`src/rtl/beacon_period_meter.sv`:
```
// Beacon period meter: measures the rising-edge period of an asynchronous beacon
// signal in timebase ticks, flags a stable frequency and times out when the beacon
// disappears. Optional glitch filter: define PERIOD_METER_DEBOUNCE_EN.
module beacon_period_meter #(
  parameter int WIDTH    = 16,
  parameter int TOL      = 2,
  parameter int LOCK_CNT = 4
) (
  input  logic             clk,
  input  logic             rst,
  input  logic             en,
  input  logic             tick,
  input  logic             sig_in,
  output logic [WIDTH-1:0] period,
  output logic             valid,
  output logic             locked,
  output logic             timeout
);

  localparam int MCW = $clog2(LOCK_CNT + 1);
  localparam logic [WIDTH-1:0] CNT_MAX = '1;

  typedef enum logic [1:0] {
    IDLE    = 2'd0,
    MEASURE = 2'd1,
    TMO     = 2'd2
  } state_t;

  logic r_s1;
  logic r_s2;
  logic r_s3;
  logic w_lvl;
  logic w_edge;

  always_ff @(posedge clk or negedge rst) begin
    if (!rst) begin
      r_s1 <= 1'b0;
      r_s2 <= 1'b0;
    end else begin
      r_s1 <= sig_in;
      r_s2 <= r_s1;
    end
  end

`ifdef PERIOD_METER_DEBOUNCE_EN
  logic       r_filt;
  logic [1:0] r_db_cnt;

  // The filtered level follows s2 only after s2 has disagreed with it for 3 clk.
  always_ff @(posedge clk or negedge rst) begin
    if (!rst) begin
      r_filt   <= 1'b0;
      r_db_cnt <= 2'd0;
    end else if (r_s2 == r_filt) begin
      r_db_cnt <= 2'd0;
    end else if (r_db_cnt == 2'd2) begin
      r_filt   <= r_s2;
      r_db_cnt <= 2'd0;
    end else begin
      r_db_cnt <= r_db_cnt + 2'd1;
    end
  end

  assign w_lvl = r_filt;
`else
  assign w_lvl = r_s2;
`endif

  always_ff @(posedge clk or negedge rst) begin
    if (!rst) begin
      r_s3 <= 1'b0;
    end else begin
      r_s3 <= w_lvl;
    end
  end

  assign w_edge = w_lvl & ~r_s3;

  state_t           r_state;
  logic [WIDTH-1:0] r_count;
  logic [WIDTH-1:0] r_period;
  logic [WIDTH-1:0] r_last;
  logic             r_valid;
  logic             r_locked;
  logic             r_timeout;
  logic             r_prev_valid;
  logic [MCW-1:0]   r_match_cnt;

  state_t           w_state_next;
  logic [WIDTH-1:0] w_count_next;
  logic [WIDTH-1:0] w_period_next;
  logic [WIDTH-1:0] w_last_next;
  logic             w_valid_next;
  logic             w_locked_next;
  logic             w_timeout_next;
  logic             w_prev_valid_next;
  logic [MCW-1:0]   w_match_cnt_next;

  logic [WIDTH:0]   w_sum;
  logic [WIDTH-1:0] w_new_period;
  logic [WIDTH:0]   w_diff;
  logic             w_match;
  logic [MCW-1:0]   w_match_inc;

  // A tick that coincides with the closing edge still belongs to the ending period.
  assign w_sum        = {1'b0, r_count} + {{WIDTH{1'b0}}, tick};
  assign w_new_period = w_sum[WIDTH] ? CNT_MAX : w_sum[WIDTH-1:0];
  assign w_diff       = (w_new_period >= r_last) ? ({1'b0, w_new_period} - {1'b0, r_last})
                                                 : ({1'b0, r_last} - {1'b0, w_new_period});
  assign w_match      = r_prev_valid && (w_diff <= (WIDTH+1)'(TOL));
  assign w_match_inc  = (r_match_cnt == MCW'(LOCK_CNT)) ? r_match_cnt : r_match_cnt + MCW'(1);

  always_comb begin
    w_state_next      = r_state;
    w_count_next      = r_count;
    w_period_next     = r_period;
    w_last_next       = r_last;
    w_valid_next      = 1'b0;
    w_locked_next     = r_locked;
    w_timeout_next    = r_timeout;
    w_prev_valid_next = r_prev_valid;
    w_match_cnt_next  = r_match_cnt;
    if (en) begin
      case (r_state)
        IDLE: begin
          if (w_edge) begin
            w_state_next      = MEASURE;
            w_count_next      = '0;
            w_prev_valid_next = 1'b0;
          end
        end
        MEASURE: begin
          if (w_edge) begin
            w_period_next     = w_new_period;
            w_valid_next      = 1'b1;
            w_count_next      = '0;
            w_last_next       = w_new_period;
            w_prev_valid_next = 1'b1;
            if (w_match) begin
              w_match_cnt_next = w_match_inc;
              w_locked_next    = (w_match_inc == MCW'(LOCK_CNT));
            end else begin
              w_match_cnt_next = '0;
              w_locked_next    = 1'b0;
            end
          end else if (tick) begin
            if (r_count == CNT_MAX) begin
              w_state_next      = TMO;
              w_timeout_next    = 1'b1;
              w_locked_next     = 1'b0;
              w_match_cnt_next  = '0;
              w_prev_valid_next = 1'b0;
            end else begin
              w_count_next = r_count + WIDTH'(1);
            end
          end
        end
        TMO: begin
          if (w_edge) begin
            w_state_next   = MEASURE;
            w_timeout_next = 1'b0;
            w_count_next   = '0;
          end
        end
        default: begin
          w_state_next = IDLE;
        end
      endcase
    end
  end

  always_ff @(posedge clk or negedge rst) begin
    if (!rst) begin
      r_state      <= IDLE;
      r_count      <= '0;
      r_period     <= '0;
      r_last       <= '0;
      r_valid      <= 1'b0;
      r_locked     <= 1'b0;
      r_timeout    <= 1'b0;
      r_prev_valid <= 1'b0;
      r_match_cnt  <= '0;
    end else begin
      r_state      <= w_state_next;
      r_count      <= w_count_next;
      r_period     <= w_period_next;
      r_last       <= w_last_next;
      r_valid      <= w_valid_next;
      r_locked     <= w_locked_next;
      r_timeout    <= w_timeout_next;
      r_prev_valid <= w_prev_valid_next;
      r_match_cnt  <= w_match_cnt_next;
    end
  end

  assign period  = r_period;
  assign valid   = r_valid;
  assign locked  = r_locked;
  assign timeout = r_timeout;

endmodule

```
`config.mk`:
```
export PLATFORM = sky130hd
export DESIGN_NAME = beacon_period_meter
export DESIGN_NICKNAME = d
export VERILOG_FILES = /design/src/rtl/beacon_period_meter.sv
export SDC_FILE = /design/constraint.sdc
export NUM_CORES = 1
export LEC_CHECK = 0
export BUFFER_PORTS_ARGS = -buffer_cell sky130_fd_sc_hd__buf_2
export CAP_MARGIN = 10
export CORE_MARGIN = 2
export CORE_UTILIZATION = 57
export CTS_CLUSTER_SIZE = 10
export DETAILED_ROUTE_END_ITERATION = 8
export PLACE_DENSITY = 0.79
export SYNTH_ARGS = -nofsm -noshare
export SYNTH_HDL_FRONTEND = slang
export SYNTH_SLANG_ARGS = --single-unit
```
`constraint.sdc`:
```
create_clock -name clk -period 3.9 [get_ports clk]
set_input_delay 0.39 -clock clk [delete_from_list [all_inputs] [get_ports clk]]
set_output_delay 0.39 -clock clk [all_outputs]
set_load 0.01 [all_outputs]
```
==> flow_summary.json <==
{
  "synth_top_cell_area_share_pct": 25.8,
  "dp.cells": 747,
  "totalPowerFinal_uw": 3170,
  "synthDistinctLibCells": 66,
  "die_w_um": 90.5,
  "boundaryPins": 24,
  "fin_skew_ns": 0.00392,
  "clk_path_buf_depth": 2,
  "cts_sinks": 44,
  "slew_viol_final": 0,
  "syn_nets": 593,
  "io_buffers": 23,
  "hold_path.class": "input port to register",
  "tightest_slew_ns": 0.988,
  "required_ns": 4.14,
  "wl_per_cell_um": 16.9,
  "seq_area_frac_synth_pct": 25.8,
  "synth_area_leaders": "dfrtp_1, ha_1, o21ai_0, nand2_1, a21oi_1",
  "synth_edf_count": 0,
  "cts_made_buffers": 5,
  "powerDensity_mw_per_mm2": 576,
  "slew_headroom_pct": 34.1,
  "h-tree-depth": 2,
  "track_usage_pct": 31.9,
  "yosys-top-cells-count": "nand2_1, o21ai_0, dfrtp_1, nor2_1, inv_1",
  "place.gp.congestion": 1.01,
  "crit_path_end_kind": "register",
  "core_mm2": 0.00725,
  "period_minus_slack_ns": 3.98,
  "clock.fmax_mhz": 251,
  "cts_root_buffer": "clkbuf_8",
  "drt-pass1-iter-count": 5,
  "vias": 4406,
  "viasPerCell": 5.82,
  "area_delta_synth_final_pct": 28.9,
  "outcome": "finished, violations left",
  "antenna_found_initial": 0,
  "clk_pin_slew_ns": 0.09,
  "syn_area_mm2": 0.00427,
  "power_leakage_uw": 0.00275,
  "ir_drop_mv": 0.337,
  "initial_core_util_pct": 58.8,
  "drc": 0,
  "final_nets": 701,
  "syn_area_per_cell_um2": 7.77,
  "final.setup.tns_ns": -0.146,
  "die_h_um": 90.5,
  "violations": "negative setup slack",
  "postLayoutSetupSlackWorst_ns": -0.0791,
  "rows": 31,
  "r2r_cells": 18,
  "finalSetupViolations": 2,
  "holdPathStages": 1,
  "startpoint_type": "register",
  "hold_viol_final": 0,
  "antenna_cells": 0,
  "stdcell_count": 757,
  "post-route-period-util_pct": 102,
  "dp_hpwl_um": 10000,
  "yosys.area.top_type": "dfrtp_1",
  "grt_max_degree": 45,
  "yosysMostFrequentCell": "nand2_1",
  "grt_pass1_vias": 4336,
  "cp.arrival_ns": 4.22,
  "synth_seq_cells": 44,
  "drive_gt1_share_pct": 29.2,
  "yosysWarnings": 0,
  "ant_nets": 0,
  "path_max_fanout": 6,
  "grt-ovfl-total": 0,
  "rsz0062_at_grt": "yes",
  "async_reset_ff_share_pct": 100,
  "synthCells": 549,
  "cts_tree": "yes",
  "crit_type": "register to register",
  "maxCapViolations": 0,
  "dieArea_mm2": 0.00819,
  "grt_pass1_wl_um": 21000,
  "clkLatencyLatePin_ns": 0.31,
  "ys.flop_type": "dfrtp_1",
  "drtIter0Drc": 253,
  "wl_um": 12800,
  "reg2reg_slack_ns": -0.08
}
[registers in the layout, summed over array words and instances, names as in the netlist]
| signal | cells |
|---|---|
| locked | 1 |
| r_count | 16 |
| r_last | 16 |
| r_match_cnt | 3 |
| r_prev_valid | 1 |
| r_s1 | 1 |
| r_s2 | 1 |
| r_s3 | 1 |
| r_state | 2 |
| timeout | 1 |
| valid | 1 |
[layer usage]
metal | share of wire [%] | vias up | GRT usage [%]
li1 | - | 2148 | -
met2 | 50 | 166 | 56.9
met4 | 3.1 | 0 | 11.2
met5 | 0 | - | 0
met1 | 42 | 2059 | 39.9
met3 | 5.0 | 33 | 3.51
[path summary, 6_finish.rpt]
check                            from              to
setup / recovery           r_count[0]  r_match_cnt[2]
min in group asynchronous         rst       r_last[4]
setup reg to reg           r_count[0]  r_match_cnt[2]
max in group asynchronous         rst       r_last[8]
hold / removal                 sig_in            r_s1
hold reg to reg                  r_s1            r_s2
[worst max-delay path, stage by stage, from the launching register on]
cell and delay, ns:
dfrtp_1 0.37, ha_2 0.21, buf_4 0.12, and4_1 0.22
nand4_1 0.13, xor2_1 0.18, and2_1 0.24, inv_1 0.06
ha_1 0.41, buf_4 0.16, nor2b_1 0.06, nor3_1 0.17
o21ai_1 0.09, a21oi_1 0.14, o2111ai_1 0.15, or4_4 0.53
o32ai_4 0.36, nand4_1 0.15, a21oi_2 0.17
[final cells by class]
type,count,area (µm²)
Timing Repair Buffer,128,916
Fill cell,558,1760
Tap cell,99,124
Multi-Input combinational cell,436,3080
Sequential cell,44,1100
Clock buffer,5,68.8
Clock inverter,3,46.3
Inverter,42,158
[report_power, final]
group,internal (µW),total (µW),switching [µW]
sequential,488,536,47.9
combinational,1090,2260,1170
clock,193,370,177
total,1770,3170,1400
[repair_timing]
| item | 4_1_cts | 5_1_grt |
|---|---|---|
| resized for setup | 26 | 23 |
| hold buffers | 0 | 0 |
| setup buffers | 0 | 2 |
| endpoints found under the setup margin | 4 | 4 |
| pin swaps | 7 | 15 |
[logic make-up (layout without fill, tap and decap cells)]
group	after synthesis	after routing	share of synthesized area, %
muxes	3	3	0.704
buffers and inverters	69	178	6.60
adders and majority gates	39	39	11.8
AOI/OAI and AO/OA	163	163	25.4
and+or+nand+nor	203	203	23.9
DFF	44	44	25.8
xor gates and xnor gates	28	28	5.75
[through the flow]
stage          utilization [%]  hold slack (ns)  instance area (µm²)  setup WS [ns]
6_report                  75.8            0.185                 5500        -0.0791
2_1_floorplan                -           0.0944                 4280         0.0565
3_3_place_gp              71.2            0.333                 5160         -0.391
4_1_cts                   74.3            0.179                 5390        0.00541
3_5_place_dp              71.2            0.344                 5160         -0.457
5_1_grt                   75.8            0.166                 5500         -0.254
[placed cells by master, fill, tap and decap left out, drive strengths merged, types with 3 or more instances in the layout]
cell type / synthesis / layout
o31ai: 3 / 3
inv: 42 / 43
nand4: 10 / 10
nand3: 21 / 21
dfrtp: 44 / 44
mux2i: 3 / 3
clkbuf: 14 / 5
a221oi: 3 / 3
and4: 3 / 3
o2111ai: 3 / 3
and2: 7 / 7
a21o: 19 / 19
nor2b: 9 / 9
a21oi: 45 / 45
nand3b: 5 / 5
nor3b: 3 / 3
xnor2: 13 / 13
nor3: 13 / 13
a211oi: 4 / 4
xor2: 15 / 15
buf: 13 / 128
ha: 37 / 37
o211ai: 3 / 3
nor2: 44 / 44
o22ai: 4 / 4
and3: 7 / 7
o21a: 5 / 5
o21ai: 51 / 51
nand2b: 9 / 9
nand2: 61 / 61
a31oi: 7 / 7
nor4: 4 / 4
Power figures use the tool's default switching activity.
